--- config.mk ---
export PLATFORM = sky130hd
export DESIGN_NAME = img_row_streamer
export DESIGN_NICKNAME = d
export VERILOG_FILES = /design/src/rtl/img_row_streamer.sv
export SDC_FILE = /design/constraint.sdc
export NUM_CORES = 1
export LEC_CHECK = 0
export ABC_AREA = 0
export CORE_MARGIN = 5
export CORE_UTILIZATION = 35
export CTS_CLUSTER_DIAMETER = 50
export DETAILED_ROUTE_END_ITERATION = 7
export PLACE_DENSITY = 0.63
export SYNTH_ARGS = -nofsm -noshare
export SYNTH_HDL_FRONTEND = slang
export SYNTH_SLANG_ARGS = --single-unit
export TNS_END_PERCENT = 50
--- constraint.sdc ---
create_clock -name clk -period 6.6 [get_ports clk]
set_clock_uncertainty 0.15 [all_clocks]
set_input_delay 1.65 -clock clk [delete_from_list [all_inputs] [get_ports clk]]
set_output_delay 1.65 -clock clk [all_outputs]
set_load 0.02 [all_outputs]
--- src/rtl/img_row_streamer.sv ---
// rtl/img_row_streamer.sv - streams a grayscale frame row-wise from image memory to the line buffer
module img_row_streamer #(
    parameter int IMG_COLS = 540,
    parameter int IMG_ROWS = 960,
    parameter int ADDR_W   = 20,
    parameter int COL_W    = 10,
    parameter int ROW_W    = 10
) (
    input  logic              clk,
    input  logic              rst,
    input  logic              start_i,
    input  logic              abort_i,
    input  logic [ADDR_W-1:0] base_addr_i,
    input  logic              row_ack_i,
    output logic              mem_rd_en_o,
    output logic [ADDR_W-1:0] mem_addr_o,
    input  logic [7:0]        mem_rdata_i,
    output logic [7:0]        data_o,
    output logic              data_en_o,
    output logic              busy_o,
    output logic              done_o,
    output logic [ROW_W-1:0]  cnt_row_o
);

    typedef enum logic [2:0] {
        S_IDLE,
        S_PRIME,
        S_WAIT_ACK,
        S_ROW,
        S_FLUSH
    } state_t;

    localparam logic [COL_W-1:0] LAST_COL   = COL_W'(IMG_COLS - 1);
    localparam logic [ROW_W-1:0] FRAME_ROWS = ROW_W'(IMG_ROWS);
    localparam logic [ROW_W-1:0] PRIME_ROWS = ROW_W'(3);

    state_t            state;
    logic [ADDR_W-1:0] addr;
    logic [COL_W-1:0]  col;
    logic [ROW_W-1:0]  row;
    logic              ack_pend;
    logic              rd_v;

    logic [ROW_W-1:0]  row_next;
    logic              ack_any;

    // Row count after the row currently being issued completes, and any release request seen
    always_comb begin
        row_next = row + ROW_W'(1);
        ack_any  = ack_pend | row_ack_i;
    end

    // Frame sequencer, read issue, 2-stage read pipeline and all registered outputs
    always_ff @(posedge clk or posedge rst) begin
        if (rst) begin
            state       <= S_IDLE;
            addr        <= '0;
            col         <= '0;
            row         <= '0;
            ack_pend    <= 1'b0;
            rd_v        <= 1'b0;
            mem_rd_en_o <= 1'b0;
            mem_addr_o  <= '0;
            data_o      <= '0;
            data_en_o   <= 1'b0;
            busy_o      <= 1'b0;
            done_o      <= 1'b0;
            cnt_row_o   <= '0;
        end else begin
            done_o      <= 1'b0;
            mem_rd_en_o <= 1'b0;
            rd_v        <= mem_rd_en_o;
            data_en_o   <= rd_v;
            if (rd_v) begin
                data_o <= mem_rdata_i;
            end

            if (state != S_IDLE && abort_i) begin
                // Drop everything in flight so no pre-abort pixel reaches the line buffer
                state     <= S_IDLE;
                busy_o    <= 1'b0;
                rd_v      <= 1'b0;
                data_en_o <= 1'b0;
                ack_pend  <= 1'b0;
            end else begin
                case (state)
                    S_IDLE: begin
                        if (start_i && !abort_i) begin
                            addr      <= base_addr_i;
                            col       <= '0;
                            row       <= '0;
                            cnt_row_o <= '0;
                            ack_pend  <= 1'b0;
                            busy_o    <= 1'b1;
                            state     <= S_PRIME;
                        end
                    end

                    S_PRIME, S_ROW: begin
                        mem_rd_en_o <= 1'b1;
                        mem_addr_o  <= addr;
                        addr        <= addr + ADDR_W'(1);
                        if (row_ack_i) begin
                            ack_pend <= 1'b1;
                        end
                        if (col == LAST_COL) begin
                            col       <= '0;
                            row       <= row_next;
                            cnt_row_o <= row_next;
                            if (row_next == FRAME_ROWS) begin
                                ack_pend <= 1'b0;
                                state    <= S_FLUSH;
                            end else if (state == S_ROW || row_next == PRIME_ROWS) begin
                                // A release already seen lets the next row follow without a gap
                                ack_pend <= 1'b0;
                                state    <= ack_any ? S_ROW : S_WAIT_ACK;
                            end
                        end else begin
                            col <= col + COL_W'(1);
                        end
                    end

                    S_WAIT_ACK: begin
                        if (ack_any) begin
                            ack_pend <= 1'b0;
                            state    <= S_ROW;
                        end
                    end

                    S_FLUSH: begin
                        if (!mem_rd_en_o && !rd_v) begin
                            done_o <= 1'b1;
                            busy_o <= 1'b0;
                            state  <= S_IDLE;
                        end
                    end

                    default: state <= S_IDLE;
                endcase
            end
        end
    end

endmodule

==> flow_summary.ini <==
[outcome]
status = finished, final reports clean

[synth]
yosys.cell_count.top_type = nand2_1
ys_seq_elements = 77
yosys.area.top_type_share_pct = 47.7
synth_area_leaders = dfrtp_1 (48%), nand2_1 (9.0%), o21ai_1 (3.6%)
synth_edf_count = 0
ys.warnings.count = 0
synth_largest_area_cell = dfrtp_1
avgSynthCellArea_um2 = 8.84
synth_fp_nets = 495
synth_cell_types = 62
async_flop_share_pct = 100
synth_seq_area_share_pct = 47.7
postSynthCellCount = 457
synthFlopType = dfrtp_1
synth_top_cells_by_count = nand2_1 (97), dfrtp_1 (77), o21ai_1 (29)
netlist_area_um2 = 4040

[clock_network]
cts_tree = yes
cts_setup_buffers = 0
htreeDepth = 3
cts_hold_buffers = 0
post_cts_resize_count = 0
cts.sinks = 77
insertion_delay_ns = 0.33
clock_path_buffers = 2
clkTransAtPathRegs_ns = 0.06
cts-root-buf = clkbuf_16
cts_made_buffers = 9

[die]
rows = 39
die_w_um = 117
initial_core_util_pct = 35.5
core_area_um2 = 11400
die_height_um = 117
ioPinCount = 75
dieArea_um2 = 13800

[power_and_ir_drop]
seqPwrFrac_pct = 36.9
intPower_uw = 1400
combPwrFrac_pct = 39.4
powerDensity_nw_per_um2 = 437
clkPwrFrac_pct = 23.7
vdd_drop_max_mv = 0.190
p_leak_uw = 0.00215
p_sw_uw = 869
p_sw_share_pct = 38.4

[detailed_routing]
wl_um = 10300
drtPass1Iterations = 5
vias = 3513
postRouteAntennaNets = 0
wl_met3_um = 478
drt-vias-per-instance = 5.31
top_layer_used = met4
drcViolationCount = 0
met2WireLength_um = 4740
drtIter0Drc = 221
drt-wirelength-per-cell_um = 15.6
wl_met1_um = 4930

[global_route]
grt_pass1_vias = 3487
grt_max_degree = 49
grt_first_pass_wirelength_um = 17900
grt_usage_pct = 15.4
grt_overflow_total = 0
antenna_found_initial = 0

[timing]
tightest_slew_ns = 1.03
rsz0062_at_grt = no
hold_viol_final = 0
tns_ns = 0
slew_violations = 0
period_needed_ns = 4.32
fmax_mhz = 232
slew_headroom_pct = 31.2
setup_viol = 0
post-route-period-util_pct = 65.4

[critical_path]
cp.required_ns = 6.71
crit_path_max_fanout = 27
cp-start-kind = input pin
path_class = input pin to flip-flop
slowest_delay_ns = 0.80
crit_slowest_cell = or3b_1
endpoint_kind = flip-flop
worstPathArrival_ns = 4.42
cp_num_buf_inv = 2
critPathTopFamily = buffers and inverters
path_cells = clkdlybuf4s50_1 -> or3b_1 -> inv_2 -> o31a_1 -> o211a_1 -> o32ai_1 -> a31oi_1

[cells_and_area]
drive_above_1_share_pct = 7.53
final_area_um2 = 5180
final_cell_count_no_fill = 661
final_core_util_pct = 45.6
fin_nets = 551
syn_to_final_growth_pct = 28.2
antenna_cells = 0

[job]
max-cap-violations = 0

[placement]
dp_cells = 645
port_buffers = 74
hpwl_um = 7100
placed_area_um2 = 4860
gp_congestion = 0.817

[hold_path]
hold_class = flip-flop to flip-flop
==> metal layers <==
metal  track usage (%)  vias to the layer above
met3              3.03                       13
met5                 0                        -
li1                  -                     1759
met4              5.51                        0
met1              21.8                     1658
met2              23.3                       83
==> power by group through the flow <==
stage,Clock [µW],Sequential [µW],Combinational (µW)
final,537,837,892
after global routing,568,872,986
after CTS,546,840,903
after detailed placement,0,846,896
after global placement,0,836,885
after floorplan,0,907,474
==> cell usage in the layout (no fill, tap or decap), drive strengths merged, types with 3 or more instances in the layout <==
cell type / n
o22a: 3
a31oi: 9
a21oi: 21
and2: 4
mux2i: 3
a2bb2oi: 7
o21ai: 52
or4: 3
inv: 7
buf: 3
nor2: 21
clkinv: 3
nor4: 5
nand3: 15
clkdlybuf4s50: 74
o31ai: 8
dfrtp: 77
o22ai: 7
clkbuf: 10
mux2: 8
nand2b: 7
o21a: 3
ha: 5
and3: 7
nor2b: 4
nand2: 97
a21boi: 3
or3: 3
nand4: 14
nor3: 7
==> flip-flops by register name, summed over array words and instances, names as in the netlist <==
name         flops
ack_pend         1
addr            20
busy_o           1
col             10
data_en_o        1
data_o           8
done_o           1
mem_addr_o      20
mem_rd_en_o      1
rd_v             1
row             10
state            3
==> cells by family (layout without fill, tap and decap cells) <==
logic type,Yosys count,in the layout,share of synthesized area [%]
and+or+nand+nor,193,193,23.1
AOI/OAI and AO/OA,130,130,20.4
DFF,77,77,47.7
buffers and inverters,39,100,3.84
muxes,11,11,2.97
adders and majority gates,5,5,1.55
xor gates and xnor gates,2,2,0.434
==> final cells by class <==
cell class	count	area, µm²
fillers	1078	6190
inverters	7	26.3
flip-flops and latches	77	1930
well taps	143	179
multi-input cells	341	1960
clock buffers	10	239
repair buffers	77	763
clock inverters	6	86.3
==> final timing paths <==
path	from	end	slack, ns	cells after the start
min in group asynchronous	rst	row[0]	1.72	2
setup reg to reg	state[0]	ack_pend	3.65	6
max in group asynchronous	rst	mem_addr_o[14]	3.61	3
setup / recovery	abort_i	ack_pend	2.28	7
hold reg to reg	mem_addr_o[12]	mem_addr_o[12]	0.33	2
hold / removal	mem_addr_o[12]	mem_addr_o[12]	0.33	2
==> worst reg2reg max path, cell delays in order, from the launching register on <==
cell and delay [ns]:
dfrtp_1 0.49, or3b_1 0.78, inv_2 0.51, o31a_1 0.49, o211a_1 0.22, o32ai_1 0.08
a31oi_1 0.16
==> per-stage QoR <==
step                      hold WS [ns]  total power (µW)  worst slack [ns]
after floorplan                  0.291              1380              2.83
after global placement           0.318              1720              2.03
after detailed placement         0.318              1740              1.96
after CTS                        0.336              2290              2.30
after global routing             0.354              2430              1.99
final                            0.329              2270              2.28
(Power assumes the default switching activity.)
